$ cat config.mk
export PLATFORM = sky130hd
export DESIGN_NAME = buffer_flow_ctrl
export DESIGN_NICKNAME = d
export VERILOG_FILES = /design/src/rtl/buffer_flow_ctrl.sv
export SDC_FILE = /design/constraint.sdc
export NUM_CORES = 1
export LEC_CHECK = 0
export ABC_AREA = 1
export BUFFER_PORTS_ARGS = -buffer_cell sky130_fd_sc_hd__buf_2
export CAP_MARGIN = 20
export CORE_MARGIN = 5
export CORE_UTILIZATION = 49
export DETAILED_ROUTE_END_ITERATION = 7
export GPL_TIMING_DRIVEN = 0
export PLACE_DENSITY = 0.88
export SLEW_MARGIN = 20
export SYNTH_ARGS = -nofsm -noshare
export SYNTH_HDL_FRONTEND = slang
export SYNTH_SLANG_ARGS = --single-unit
export TNS_END_PERCENT = 1
$ cat constraint.sdc
create_clock -name clk -period 5.8 [get_ports clk]
set_clock_uncertainty 0.05 [all_clocks]
set_input_delay 0.29 -clock clk [delete_from_list [all_inputs] [get_ports clk]]
set_output_delay 0.29 -clock clk [all_outputs]
set_load 0.03 [all_outputs]
$ cat src/rtl/buffer_flow_ctrl.sv
// Flow controller for a K-in/J-out circular word buffer: runs both handshakes,
// drives the buffer's ld/write_add/read_add and tracks occupancy.
module buffer_flow_ctrl #(
  parameter int SIZE     = 16,
  parameter int K        = 4,
  parameter int J        = 4,
  parameter int BIT      = $clog2(SIZE),
  parameter int AF_LEVEL = 12
) (
  input  logic           clk,
  input  logic           rst,
  input  logic           flush,
  input  logic           wr_valid,
  output logic           wr_ready,
  input  logic           rd_ready,
  output logic           rd_valid,
  output logic           ld,
  output logic [BIT-1:0] write_add,
  output logic [BIT-1:0] read_add,
  output logic [BIT:0]   count,
  output logic           full,
  output logic           empty,
  output logic           almost_full,
  output logic           err
);

  localparam logic [BIT:0]          K_P    = (BIT+1)'(K);
  localparam logic [BIT:0]          J_P    = (BIT+1)'(J);
  localparam logic [BIT+1:0]        K_U    = (BIT+2)'(K);
  localparam logic [BIT+1:0]        J_U    = (BIT+2)'(J);
  localparam logic [BIT+1:0]        SIZE_U = (BIT+2)'(SIZE);
  localparam logic [BIT+1:0]        AF_U   = (BIT+2)'(AF_LEVEL);
  localparam logic signed [BIT+1:0] K_S    = (BIT+2)'(K);
  localparam logic signed [BIT+1:0] J_S    = (BIT+2)'(J);
  localparam logic signed [BIT+1:0] SIZE_S = (BIT+2)'(SIZE);

  logic [BIT-1:0] wr_ptr_q, wr_ptr_d;
  logic [BIT-1:0] rd_ptr_q, rd_ptr_d;
  logic [BIT:0]   count_q, count_d;
  logic           err_q, err_d;
  // Remembers that the producer was stalled last cycle, so a drop of wr_valid
  // while its beat is still pending can be flagged.
  logic           pend_q, pend_d;

  logic                  wa, ra, range_bad;
  logic [BIT:0]          wr_sum, rd_sum;
  logic [BIT+1:0]        cnt_ext;
  logic signed [BIT+1:0] cnt_nxt;

  assign cnt_ext     = {1'b0, count_q};
  assign wr_ready    = (cnt_ext + K_U) <= SIZE_U;
  assign rd_valid    = cnt_ext >= J_U;
  assign wa          = wr_valid & wr_ready;
  assign ra          = rd_valid & rd_ready;
  assign ld          = wa & ~flush;
  assign write_add   = wr_ptr_q;
  assign read_add    = rd_ptr_q;
  assign count       = count_q;
  assign full        = cnt_ext == SIZE_U;
  assign empty       = count_q == '0;
  assign almost_full = cnt_ext >= AF_U;
  assign err         = err_q;

  always_comb begin
    wr_sum   = {1'b0, wr_ptr_q} + K_P;
    rd_sum   = {1'b0, rd_ptr_q} + J_P;
    wr_ptr_d = wa ? wr_sum[BIT-1:0] : wr_ptr_q;
    rd_ptr_d = ra ? rd_sum[BIT-1:0] : rd_ptr_q;
    cnt_nxt  = signed'(cnt_ext);
    if (wa) cnt_nxt = cnt_nxt + K_S;
    if (ra) cnt_nxt = cnt_nxt - J_S;
    count_d   = cnt_nxt[BIT:0];
    range_bad = (cnt_nxt < 0) || (cnt_nxt > SIZE_S);
    err_d     = err_q | (pend_q & ~wr_valid) | range_bad;
    pend_d    = wr_valid & ~wr_ready;
  end

  always_ff @(posedge clk or posedge rst) begin
    if (rst) begin
      wr_ptr_q <= '0;
      rd_ptr_q <= '0;
      count_q  <= '0;
      err_q    <= 1'b0;
      pend_q   <= 1'b0;
    end else if (flush) begin
      wr_ptr_q <= '0;
      rd_ptr_q <= '0;
      count_q  <= '0;
      err_q    <= 1'b0;
      pend_q   <= 1'b0;
    end else begin
      wr_ptr_q <= wr_ptr_d;
      rd_ptr_q <= rd_ptr_d;
      count_q  <= count_d;
      err_q    <= err_d;
      pend_q   <= pend_d;
    end
  end

endmodule

; After elaboration in Yosys (flattened, before gate mapping)
; Index checks and enable logic that the tools add are counted.
[totals]
reg_bits = 15
latchBits = 0
ram_bits = 0
mem_bits_ro = 0
in_bits = 5
output_inout_bits = 20
word_cells = 39
mem_count = 0
[classes]
add_sub_neg = 5
mul = 0
div = 0
magnitude_cmp = 5
n_eq_ne = 1
shift = 0
muxes = 9
bitwise_logic = 10
reduce_logical = 4
[op_table]
columns = cell, count
row1 = $mux 4, 4
row2 = $add 5x3->6 const B, 2
row3 = $mux 6, 2
row4 = $add 4x3->4 const B, 2
row5 = $gt 6x6->1 const B, 1
row6 = $le 6x5->1 const B, 1
row7 = $lt 6x1->1 const B, 1
row8 = $sub 6x4->6 const B, 1
row9 = $and 1x1->1, 5
row10 = $eq 5x5->1 const B, 1
row11 = $ge 5x3->1 const B, 1
row12 = $ge 5x4->1 const B, 1
row13 = $logic_not 5->1, 1
row14 = $mux 5, 1
row15 = $reduce_bool 2->1, 2
row16 = $not 1->1, 3
row17 = $mux 1, 2
row18 = $or 1x1->1, 2
row19 = $logic_or 1x1->1, 1

; Longest topological paths before layout
; Gate-level depths: netlist of the first run.
[depth]
word_depth = 10
ltp_mapped = 16
depth_no_buf = 15

; Worst setup path before layout of the first run
; OpenSTA, ideal clock, no wires.
[synth_timing]
path_type = reg2reg
startpoint = register count_q[2], in the netlist count[2]
endpoint = register err_q, in the netlist err
setup_time_ns = 0.116
arrival_time_ns = 2.201
required_ns = 5.634
slack_ns = 3.433
path_stages_with_launch = 16
n_path_buf = 0
period_less_slack_ns = 2.367
path_cell_list = dfrtp_1 ha_1 ha_1 inv_1 nand2_1 nand3_4 nand2_1 nand2_1 inv_1 ha_1 nand3_1 nand3_2 nand2_2 nor2_2 nand2_1 nand2_1
[synth_via]
elab_chain_len = 10
word_cells_on_any_way = 14
cone_classes = add/sub: 3 / order compare: 4 / mux: 3 / bitwise: 3 / reduce/logical: 1
[synth_lines]
columns = item, line
row1 = start: declaration, 39  ; logic [BIT:0] count_q, count_d;
row2 = start signal: assignment, 94  ; count_q <= count_d;
row3 = $add 5x3->6, "51, 70"
row4 = $le 6x5->1, 51  ; assign wr_ready = (cnt_ext + K_U) <= SIZE_U;
row5 = $and 1x1->1, 53  ; assign wa = wr_valid & wr_ready;
row6 = $mux 6, 70  ; if (wa) cnt_nxt = cnt_nxt + K_S;
row7 = $sub 6x4->6, 71  ; if (ra) cnt_nxt = cnt_nxt - J_S;
row8 = $mux 6 *, 71
row9 = $lt 6x1->1 / $gt 6x6->1 (equally long branches), 73  ; range_bad = (cnt_nxt < 0) || (cnt_nxt > SIZE_S);
row10 = $logic_or 1x1->1 *, 73
row11 = $or 1x1->1 *, 74  ; err_d = err_q | (pend_q & ~wr_valid) | range_bad;
row12 = $mux 1 *, 85  ; end else if (flush) begin
row13 = end signal: assignment, 95  ; err_q <= err_d;
row14 = end: declaration, 40  ; logic err_q, err_d;
; Mark *: on every way between the ends. The rest lies on a longest branch, timed or not.
; A chain may end at the register's enable or synchronous reset.

; Worst setup path in the final report of the first run
; Same ends and word-level chain as after synthesis.

==> results.ini, run 1 <==
[die]
die_h_um=48.6
ioPinCount=25
core_region_area_um2=1450
chipWidth_um=48.6
num_rows=14
start_util_pct=50.1
die-area_um2=2360

[final_layout]
antenna_cells=0
multiInputGateArea_um2=398
nets=139
drive_gt1_share_pct=29.9
final_cell_area_um2=893
register_area_um2=225
area_growth_pct=22.7
n_fill_cell=144

[run]
cap_viol_max_count=0

[sta]
hold_viol=0
period_minus_slack_ps=2460
setup_viol=0
rsz0062_at_grt=no
maxSlewViolCount=0
fmax_mhz=407
setup_ws_ps=3340
post-route-period-util_pct=42.3
setup_tns_ps=0

[critical_path]
required_ps=5900
critical_path_class=flip-flop to flip-flop
path_max_fanout=8
cp.arrival_ps=2550
crit_path_end_kind=flip-flop
start_kind=flip-flop

[logic_synthesis]
synth_fa_ha_area_share_pct=10.3
synth_xor_area_share_pct=0
synth_area_um2=728
yosys.area.top_type_share_pct=30.9
yosysMostFrequentCell=nand2_1
yosysTopAreaCell=dfrtp_1
synth_top_family_by_area=simple AND/OR/NAND/NOR gates
synthCells=99
synth.avg_cell_area_um2=7.36
synthMuxAreaShare_pct=0
synthTopCellsByCount=nand2_1, inv_1, nor2_1, dfrtp_1
synth_edf_count=0
yosysUniqueCellTypes=21
ys.flop_type=dfrtp_1
ys_warn_count=0
async_flop_share_pct=100
synth_compound_area_share_pct=8.25
synthSimpleGateAreaFrac_pct=33.0
synth_area_leaders=dfrtp_1, ha_1, nand2_1
ys_ff_latch=9
yosysSeqAreaShare_pct=30.9

[routing]
vias_per_cell=4.67
dr.first_iter.drc_count=6
routed_wl_um=1500
via_count=668
detail-route-antenna-nets=0
wire_per_inst_um=10.5
drtPass1Iterations=5
drc=0

[clock_tree]
cts-root-buf=clkbuf_4
cts_buffers=3
post_cts_buffers=0
clkSinkCount=9
htreeDepth=1
cts.clk_slew.worst_paths_ps=60
clk_path_buf_depth=2
clock_latency_ps=260
cts_tree=yes
cts_resized=0

[global_route]
overflow=0
antenna_found_initial=0
grt_usage_pct=13.8
grt_pass1_vias=672
grt_max_degree=10
grt_pass1_wl_um=2730

[place]
hpwl_um=1240
io_buffer_count=18
dpl_cell_area_um2=857
dp_slack_ps=3370
gp_congestion=0.843

[hold_path]
hp-class=primary input to flip-flop

[pwr]
vdd_ir_drop_max_mv=0.217
p_leak_nw=0.548
pwr_density_cell_nw_per_um2=508

[run_status]
outcome=finished, final reports clean

==> sequential cells by signal, summed over array words and instances, names as in the netlist <==
name       flops
err            1
count          3
write_add      2
read_add       2
pend_q         1
==> timing repair <==
item,CTS,global route
hold endpoints to repair,9,0
endpoints found under the setup margin,0,0
hold buffers,1,0
==> critical path: stages, from the launching register on <==
cell and delay (ps):
dfrtp_1 480, ha_1 310, ha_1 310, inv_1 50, nand2_1 150, nand3_4 150, nand2_1 100, nand2_1 70
inv_1 60, ha_1 130, nand3_1 120, a21oi_1 180, nor2_2 70, nand2_1 60, nand2_1 50
==> worst paths after layout <==
kind / start / end / slack [ps] / cells past startpoint
min in group asynchronous: rst / count[2] / 480 / 3
max reg2reg: count[2] / err / 3340 / 14
max in group asynchronous: rst / count[4] / 4960 / 3
min reg2reg: write_add[3] / write_add[3] / 420 / 1
max: count[2] / err / 3340 / 14
min: flush / count[2] / 210 / 2
==> layout make-up <==
type / instances / area share [%]
flip-flops and latches: 9 / 25.2
plain buffers: 7 / 6.30
clock buffers: 4 / 2.94
multi-input cells: 70 / 44.5
inverters: 18 / 7.56
repair buffers: 19 / 11.2
well taps: 16 / 2.24
==> cell families (layout without fill, tap and decap cells) <==
group,count (synthesis),after routing
other cells,1,6
buf+inv,25,48
compound gates,11,11
simple gates,47,47
flops,9,9
fa+ha+maj,6,6
==> placed cells by master (no fill, tap or decap), types with 3 or more instances in the layout <==
cell      Yosys  routed
nand2_1      20      20
buf_2         0      18
inv_1        17      17
nor2_1       10      10
dfrtp_1       9       9
ha_1          6       6
buf_4         6       6
conb_1        1       6
a21oi_1       5       5
o21ai_0       4       4
nand3_1       4       4
nand3_2       3       3
nand2_2       3       3
nand4_1       3       3
clkbuf_4      0       3
==> metrics by stage <==
| stage | instances | total power [W] | utilization [%] | hold slack, ps |
|---|---|---|---|---|
| 2_1_floorplan | 104 | 0.000335 | - | 67.9 |
| 3_3_place_gp | 138 | 0.000398 | 59.0 | 204 |
| 3_5_place_dp | 138 | 0.000408 | 59.0 | 223 |
| 4_1_cts | 143 | 0.000458 | 61.4 | 204 |
| 5_1_grt | 143 | 0.000498 | 61.4 | 226 |
| 6_report | 143 | 0.000453 | 61.4 | 207 |
==> report_power, final <==
part	switching [W]	total [W]	internal, W
Combinational	0.000211	0.000305	0.0000949
Sequential	0.0000200	0.000100	0.0000803
Clock	0.0000213	0.0000478	0.0000265
Total	0.000252	0.000453	0.000202
==> metal layers <==
metal	vias to the layer above	track usage, %	part of all wire [%]
met5	-	0	0
met4	0	5.38	1.1
met3	2	2.76	7.7
met2	25	24.6	49
met1	288	15.7	42
li1	353	-	-
No activity file was read; power rests on OpenSTA's default activity.
==> run 2: changes to the inputs <==
--- a/config.mk
+++ b/config.mk
@@ -9,10 +9,10 @@
 export BUFFER_PORTS_ARGS = -buffer_cell sky130_fd_sc_hd__buf_2
 export CAP_MARGIN = 20
 export CORE_MARGIN = 5
-export CORE_UTILIZATION = 49
+export CORE_UTILIZATION = 43
 export DETAILED_ROUTE_END_ITERATION = 7
 export GPL_TIMING_DRIVEN = 0
-export PLACE_DENSITY = 0.88
+export PLACE_DENSITY = 0.83
 export SLEW_MARGIN = 20
 export SYNTH_ARGS = -nofsm -noshare
 export SYNTH_HDL_FRONTEND = slang
==> constraint.sdc (replaced) <==
create_clock -name clk -period 2.1 [get_ports clk]
set_clock_uncertainty 0.05 [all_clocks]
set_input_delay 0.105 -clock clk [delete_from_list [all_inputs] [get_ports clk]]
set_output_delay 0.105 -clock clk [all_outputs]
set_load 0.03 [all_outputs]
==> run 2 against run 1 <==
Against the previous run: utilization rose by 4.2 points; clock power increased to 2.8 times the previous value; die area increased by 11%; global-route usage grew 0.23 points; sequential cell count stayed put; first-iteration DRC count up 83%; worst setup slack got worse by 3200 ps; power grew to 3.2 times the previous value; worst hold slack got worse by 180 ps; critical path depth is the same; critical path type unchanged; highest routed layer unchanged.
==> results.ini, run 2 (synthesis gave the netlist of run 1 again) <==
[clock_tree]
cts.clk_slew.worst_paths_ps=60  ; about the same
clkSinkCount=9  ; unchanged
cts-root-buf=clkbuf_4
cts_buffers=3  ; unchanged
clock_latency_ps=260  ; about the same
clk_path_buf_depth=2  ; unchanged
htreeDepth=1  ; unchanged
cts_tree=yes

[final_layout]
largest_register_ffs=3  ; unchanged
n_fill_cell=145  ; +0.69%
fin_cells=149  ; +4.2%
drive_gt1_share_pct=45.1  ; +15 points
area_growth_pct=40.5
layout_common_cells=buf_2, nand2_1, inv_1, buf_4, nor2_1
final_common_cell=buf_2
nets=145  ; +4.3%
multiInputGateArea_um2=479  ; +20%
final_cell_area_um2=1020  ; +15%
antenna_cells=0  ; unchanged
register_area_um2=229  ; +1.7%

[pwr]
netSwitchingPower_w=0.000791  ; +210%
p_sw_share_pct=54.7  ; -0.79 points
pwr_density_cell_nw_per_um2=1410  ; +180%
p_comb_share_pct=72.4  ; +5.1 points
seqPwrFrac_pct=18.3  ; -3.8 points
power.share.clock_pct=9.3  ; -1.2 points
vdd_ir_drop_max_mv=0.740  ; +240%
p_int_w=0.000654  ; +220%
p_leak_nw=0.576  ; +5.1%

[sta]
period_minus_slack_ps=2000  ; -451 ps
hold_viol=0  ; unchanged
post-route-period-util_pct=95.5  ; +53 points
maxSlewViolCount=0  ; unchanged
setup_viol=0  ; unchanged
fmax_mhz=499  ; +23%

[place]
gp_congestion=0.822  ; -2.5%
hpwl_um=1300  ; +4.7%
dpl_cell_area_um2=897  ; +4.7%
dp.cells=138  ; unchanged
io_buffer_count=18  ; unchanged

[global_route]
grt_pass1_wl_um=2750  ; +0.77%
grt_max_degree=10  ; unchanged
grt_usage_pct=14.0  ; +0.23 points
grt_pass1_vias=613  ; -8.8%
antenna_found_initial=0  ; unchanged
overflow=0  ; unchanged

[hold_path]
hp-class=primary input to flip-flop
whs_path_depth=2  ; unchanged

[critical_path]
required_ps=2200  ; -3700 ps
critical_path_class=flip-flop to flip-flop
start_kind=flip-flop
cp.arrival_ps=2110  ; -440 ps
rr_worst_depth=14  ; unchanged
crit_path_end_kind=flip-flop
path_max_fanout=4  ; -4

[die]
core_region_area_um2=1560  ; +7.2%
die-area_um2=2620  ; +11%
ioPinCount=25  ; unchanged
chipWidth_um=51.2  ; +5.4%
die_h_um=51.2  ; +5.4%
start_util_pct=46.7  ; -3.4 points
num_rows=14  ; unchanged

[routing]
via_count=699  ; +4.6%
dr.first_iter.drc_count=11  ; +5
detail-route-antenna-nets=0  ; unchanged
vias_per_cell=4.69  ; +0.43%
routed_wl_um=1770  ; +18%
wire_per_inst_um=11.9  ; +13%
drc=0  ; unchanged
drtPass1Iterations=4  ; -1

[run_status]
outcome=finished, final reports clean

[run]
cap_viol_max_count=0  ; unchanged

run 2: metrics by stage:
stage | hold WS [ps] | worst slack, ps | total power (W) | util [%] | setup TNS [ps]
floorplan | -117 | 13.0 | 0.000969 | - | 0
global placement | 17.3 | -12.3 | 0.00115 | 57.5 | -12.3
detailed placement | 38.0 | -60.0 | 0.00117 | 57.5 | -60.0
CTS | 15.4 | 40.2 | 0.00135 | 61.8 | 0
global route | 29.4 | -3.38 | 0.00156 | 65.7 | -3.38
finish | 27.9 | 95.0 | 0.00145 | 65.7 | 0
run 2: power by group through the flow:
| stage | sequential [W] | combinational, W | clock [W] |
|---|---|---|---|
| floorplan | 0.000373 | 0.000596 | 0 |
| global placement | 0.000289 | 0.000860 | 0 |
| detailed placement | 0.000293 | 0.000877 | 0 |
| CTS | 0.000263 | 0.000947 | 0.000138 |
| global route | 0.000272 | 0.00114 | 0.000148 |
| finish | 0.000264 | 0.00105 | 0.000134 |
run 2: worst max-delay path: stages, from the launching register on:
cell	delay, ps
dfrtp_2	430
ha_4	190
ha_4	260
inv_2	40
nand2_4	70
nand4_1	150
nand2_2	110
inv_2	50
ha_4	150
nand3_4	90
nand3_2	70
nand2_2	90
nor2_4	40
nand2_1	60
nand2_1	40
run 2: final cells by class:
cell class | count | area share [%]
multi-input combinational | 70 | 46.8
buffer | 7 | 5.50
sequential | 9 | 22.4
tap | 16 | 1.96
inverter | 18 | 6.60
timing repair buffer | 25 | 14.2
clock buffer | 4 | 2.57
run 2: final timing paths:
path / start / endpoint / slack (ps)
worst max-delay path: count[3] / err / 100
worst min-delay path: flush / read_add[3] / 30
worst max register to register: count[3] / err / 100
worst min register to register: write_add[3] / write_add[3] / 440
max in group asynchronous: rst / count[4] / 1420
min in group asynchronous: rst / pend_q / 300
run 2: routing by layer:
layer / wire length (µm) / global-route usage (%) / part of all wire [%] / vias up
met3: 97 / 4.36 / 5.5 / 2
met2: 936 / 24.5 / 53 / 20
met1: 724 / 16.9 / 41 / 309
met5: 0 / 0 / 0 / -
met4: 7 / 2.69 / 0.40 / 0
li1: - / - / - / 368
run 2: what timing repair did:
action,in CTS,in global routing
resized for setup,0,12
buffers inserted,4,2
hold endpoints to repair,9,0
pin swaps,1,7
cloned,0,0
endpoints found under the setup margin,1,1
hold buffers,1,0
==> run 3: changes to the inputs <==
--- a/config.mk
+++ b/config.mk
@@ -9,10 +9,10 @@
 export BUFFER_PORTS_ARGS = -buffer_cell sky130_fd_sc_hd__buf_2
 export CAP_MARGIN = 20
 export CORE_MARGIN = 5
-export CORE_UTILIZATION = 43
+export CORE_UTILIZATION = 37
 export DETAILED_ROUTE_END_ITERATION = 7
 export GPL_TIMING_DRIVEN = 0
-export PLACE_DENSITY = 0.83
+export PLACE_DENSITY = 0.74
 export SLEW_MARGIN = 20
 export SYNTH_ARGS = -nofsm -noshare
 export SYNTH_HDL_FRONTEND = slang
==> run 3 against run 2 <==
Against the previous run: design area up 2.1%; worst setup slack worse by 16 ps; critical path depth increased by 1; sequential cell count did not move; via count up 5.0%; sequential share of layout area fell by 0.46 points; utilization down 11 points; register-to-register slack worse by 20 ps; sequential power hardly changed; clock power about the same; fmax decreased by 0.80%; critical endpoint unchanged; largest cell class unchanged; highest routed layer unchanged.
==> results.ini, run 3 (synthesis gave the netlist of run 1 again) <==
[global_route]
grt_pass1_wl_um=2660  ; -3.3%
antenna_found_initial=0  ; unchanged
grt_max_degree=10  ; unchanged
overflow=0  ; unchanged
grt_pass1_vias=642  ; +4.7%
grt_usage_pct=12.5  ; -1.5 points

[critical_path]
critical_path_class=flip-flop to flip-flop
path_max_fanout=5  ; +1
required_ps=2250  ; +50 ps
cp.arrival_ps=2170  ; +60 ps
crit_path_end_kind=flip-flop
start_kind=flip-flop

[run_status]
outcome=finished, final reports clean

[die]
chipWidth_um=54.4  ; +6.3%
ioPinCount=25  ; unchanged
core_region_area_um2=1920  ; +23%
die_h_um=54.4  ; +6.3%
die-area_um2=2960  ; +13%
num_rows=16  ; +2
start_util_pct=37.9  ; -8.8 points

[clock_tree]
cts-root-buf=clkbuf_4
clock_latency_ps=260  ; about the same
htreeDepth=1  ; unchanged
cts_buffers=3  ; unchanged
clk_path_buf_depth=2  ; unchanged
cts_tree=yes
cts.clk_slew.worst_paths_ps=60  ; about the same
clkSinkCount=9  ; unchanged

[final_layout]
nets=145  ; unchanged
finish.utilization_pct=54.4  ; -11 points
final_common_cell=buf_2
fin_cells=160  ; +7.4%
antenna_cells=0  ; unchanged
n_fill_cell=203  ; +40%
layout_common_cells=buf_2, nand2_1, inv_1, buf_4, nor2_1
drive_gt1_share_pct=45.9  ; +0.75 points
largest_register_ffs=3  ; unchanged
area_growth_pct=43.5

[sta]
setup_tns_ps=0  ; unchanged
hold_viol=0  ; unchanged
setup_viol=0  ; unchanged
holdWs_ps=16.3  ; -11.6 ps
maxSlewViolCount=0  ; unchanged
fmax_mhz=495  ; -0.80%
period_minus_slack_ps=2020  ; +16.1 ps
post-route-period-util_pct=96.2  ; +0.77 points

[routing]
detail-route-antenna-nets=0  ; unchanged
dr.first_iter.drc_count=7  ; -4
vias_per_cell=4.59  ; -2.2%
wire_per_inst_um=10.9  ; -7.9%
routed_wl_um=1750  ; -1.1%
via_count=734  ; +5.0%
drc=0  ; unchanged
drtPass1Iterations=4  ; unchanged

[pwr]
vdd_ir_drop_max_mv=0.709  ; -4.3%
p_sw_share_pct=54.8  ; about the same
p_comb_share_pct=72.7  ; +0.3 points
p_int_w=0.000660  ; +0.86%
seqPwrFrac_pct=18.3  ; about the same
p_leak_nw=0.580  ; +0.67%
power.share.clock_pct=9.0  ; -0.3 points
netSwitchingPower_w=0.000799  ; +0.96%
pwr_density_cell_nw_per_um2=1400  ; -1.1%

[place]
gp_congestion=0.902  ; +9.8%
dp.cells=149  ; +8.0%
hpwl_um=1260  ; -3.3%
io_buffer_count=18  ; unchanged

[run]
cap_viol_max_count=0  ; unchanged

[hold_path]
hp-class=primary input to flip-flop

[run 3: changes by cell type in the layout (fill, tap and decap cells not counted)]
cell,before,now
nand2_1,16,15
nand2_4,2,3
[run 3: what timing repair did]
item,in CTS,in global routing
gates resized for setup,0,14
pin swaps,1,10
hold buffers,1,0
hold endpoints to repair,9,0
endpoints found under the setup margin,1,3
buffers inserted,3,3
[run 3: layout make-up]
cell class / count / area (µm²) / area share [%]
well taps: 27 / 33.8 / 3.23
flip-flops and latches: 9 / 229 / 21.9
repair buffers: 25 / 145 / 13.9
clock buffers: 4 / 26.3 / 2.51
multi-input cells: 70 / 487 / 46.6
plain buffers: 7 / 56.3 / 5.39
inverters: 18 / 67.6 / 6.47
[run 3: critical path: stages, from the launching register on]
cell     delay [ps]
dfrtp_2         440
ha_4            180
ha_4            260
inv_2            40
nand2_4          70
nand3_4         110
nand2_2         110
nand2_2          70
inv_2            70
ha_4            130
nand3_4          80
nand3_2          80
nand2_2          70
nor2_4          110
nand2_1          50
nand2_1          60
[run 3: metrics by stage]
stage | cell area (µm²) | power (W) | setup WS (ps)
3_5_place_dp | 911 | 0.00117 | -79.3
4_1_cts | 970 | 0.00135 | 2.97
5_1_grt | 1040 | 0.00159 | -40.4
2_1_floorplan | 787 | 0.000969 | 13.0
3_3_place_gp | 911 | 0.00115 | -43.1
6_report | 1040 | 0.00146 | 79.0
[run 3: path summary, 6_finish.rpt]
| check | start | to | slack, ps | cells after the start |
|---|---|---|---|---|
| setup / recovery | count[3] | err | 80 | 15 |
| hold / removal | flush | count[2] | 20 | 2 |
| setup reg to reg | count[3] | err | 80 | 15 |
| hold reg to reg | write_add[3] | write_add[3] | 420 | 1 |
| max in group asynchronous | rst | count[4] | 1420 | 3 |
| min in group asynchronous | rst | read_add[2] | 300 | 3 |
[run 3: metal layers]
| layer | global-route usage [%] | vias up | part of all wire [%] | wire, µm |
|---|---|---|---|---|
| li1 | - | 367 | - | - |
| met1 | 15.4 | 337 | 41 | 713 |
| met2 | 19.5 | 27 | 52 | 904 |
| met3 | 2.18 | 3 | 5.7 | 100 |
| met4 | 8.71 | 0 | 1.7 | 29 |
| met5 | 0 | - | 0 | 0 |
[run 3: power by group through the flow]
| stage | clock [W] | combinational (W) | sequential, W |
|---|---|---|---|
| after detailed placement | 0 | 0.000882 | 0.000291 |
| after global routing | 0.000150 | 0.00117 | 0.000275 |
| after global placement | 0 | 0.000869 | 0.000285 |
| after CTS | 0.000137 | 0.000942 | 0.000266 |
| after floorplan | 0 | 0.000596 | 0.000373 |
| final | 0.000131 | 0.00106 | 0.000267 |
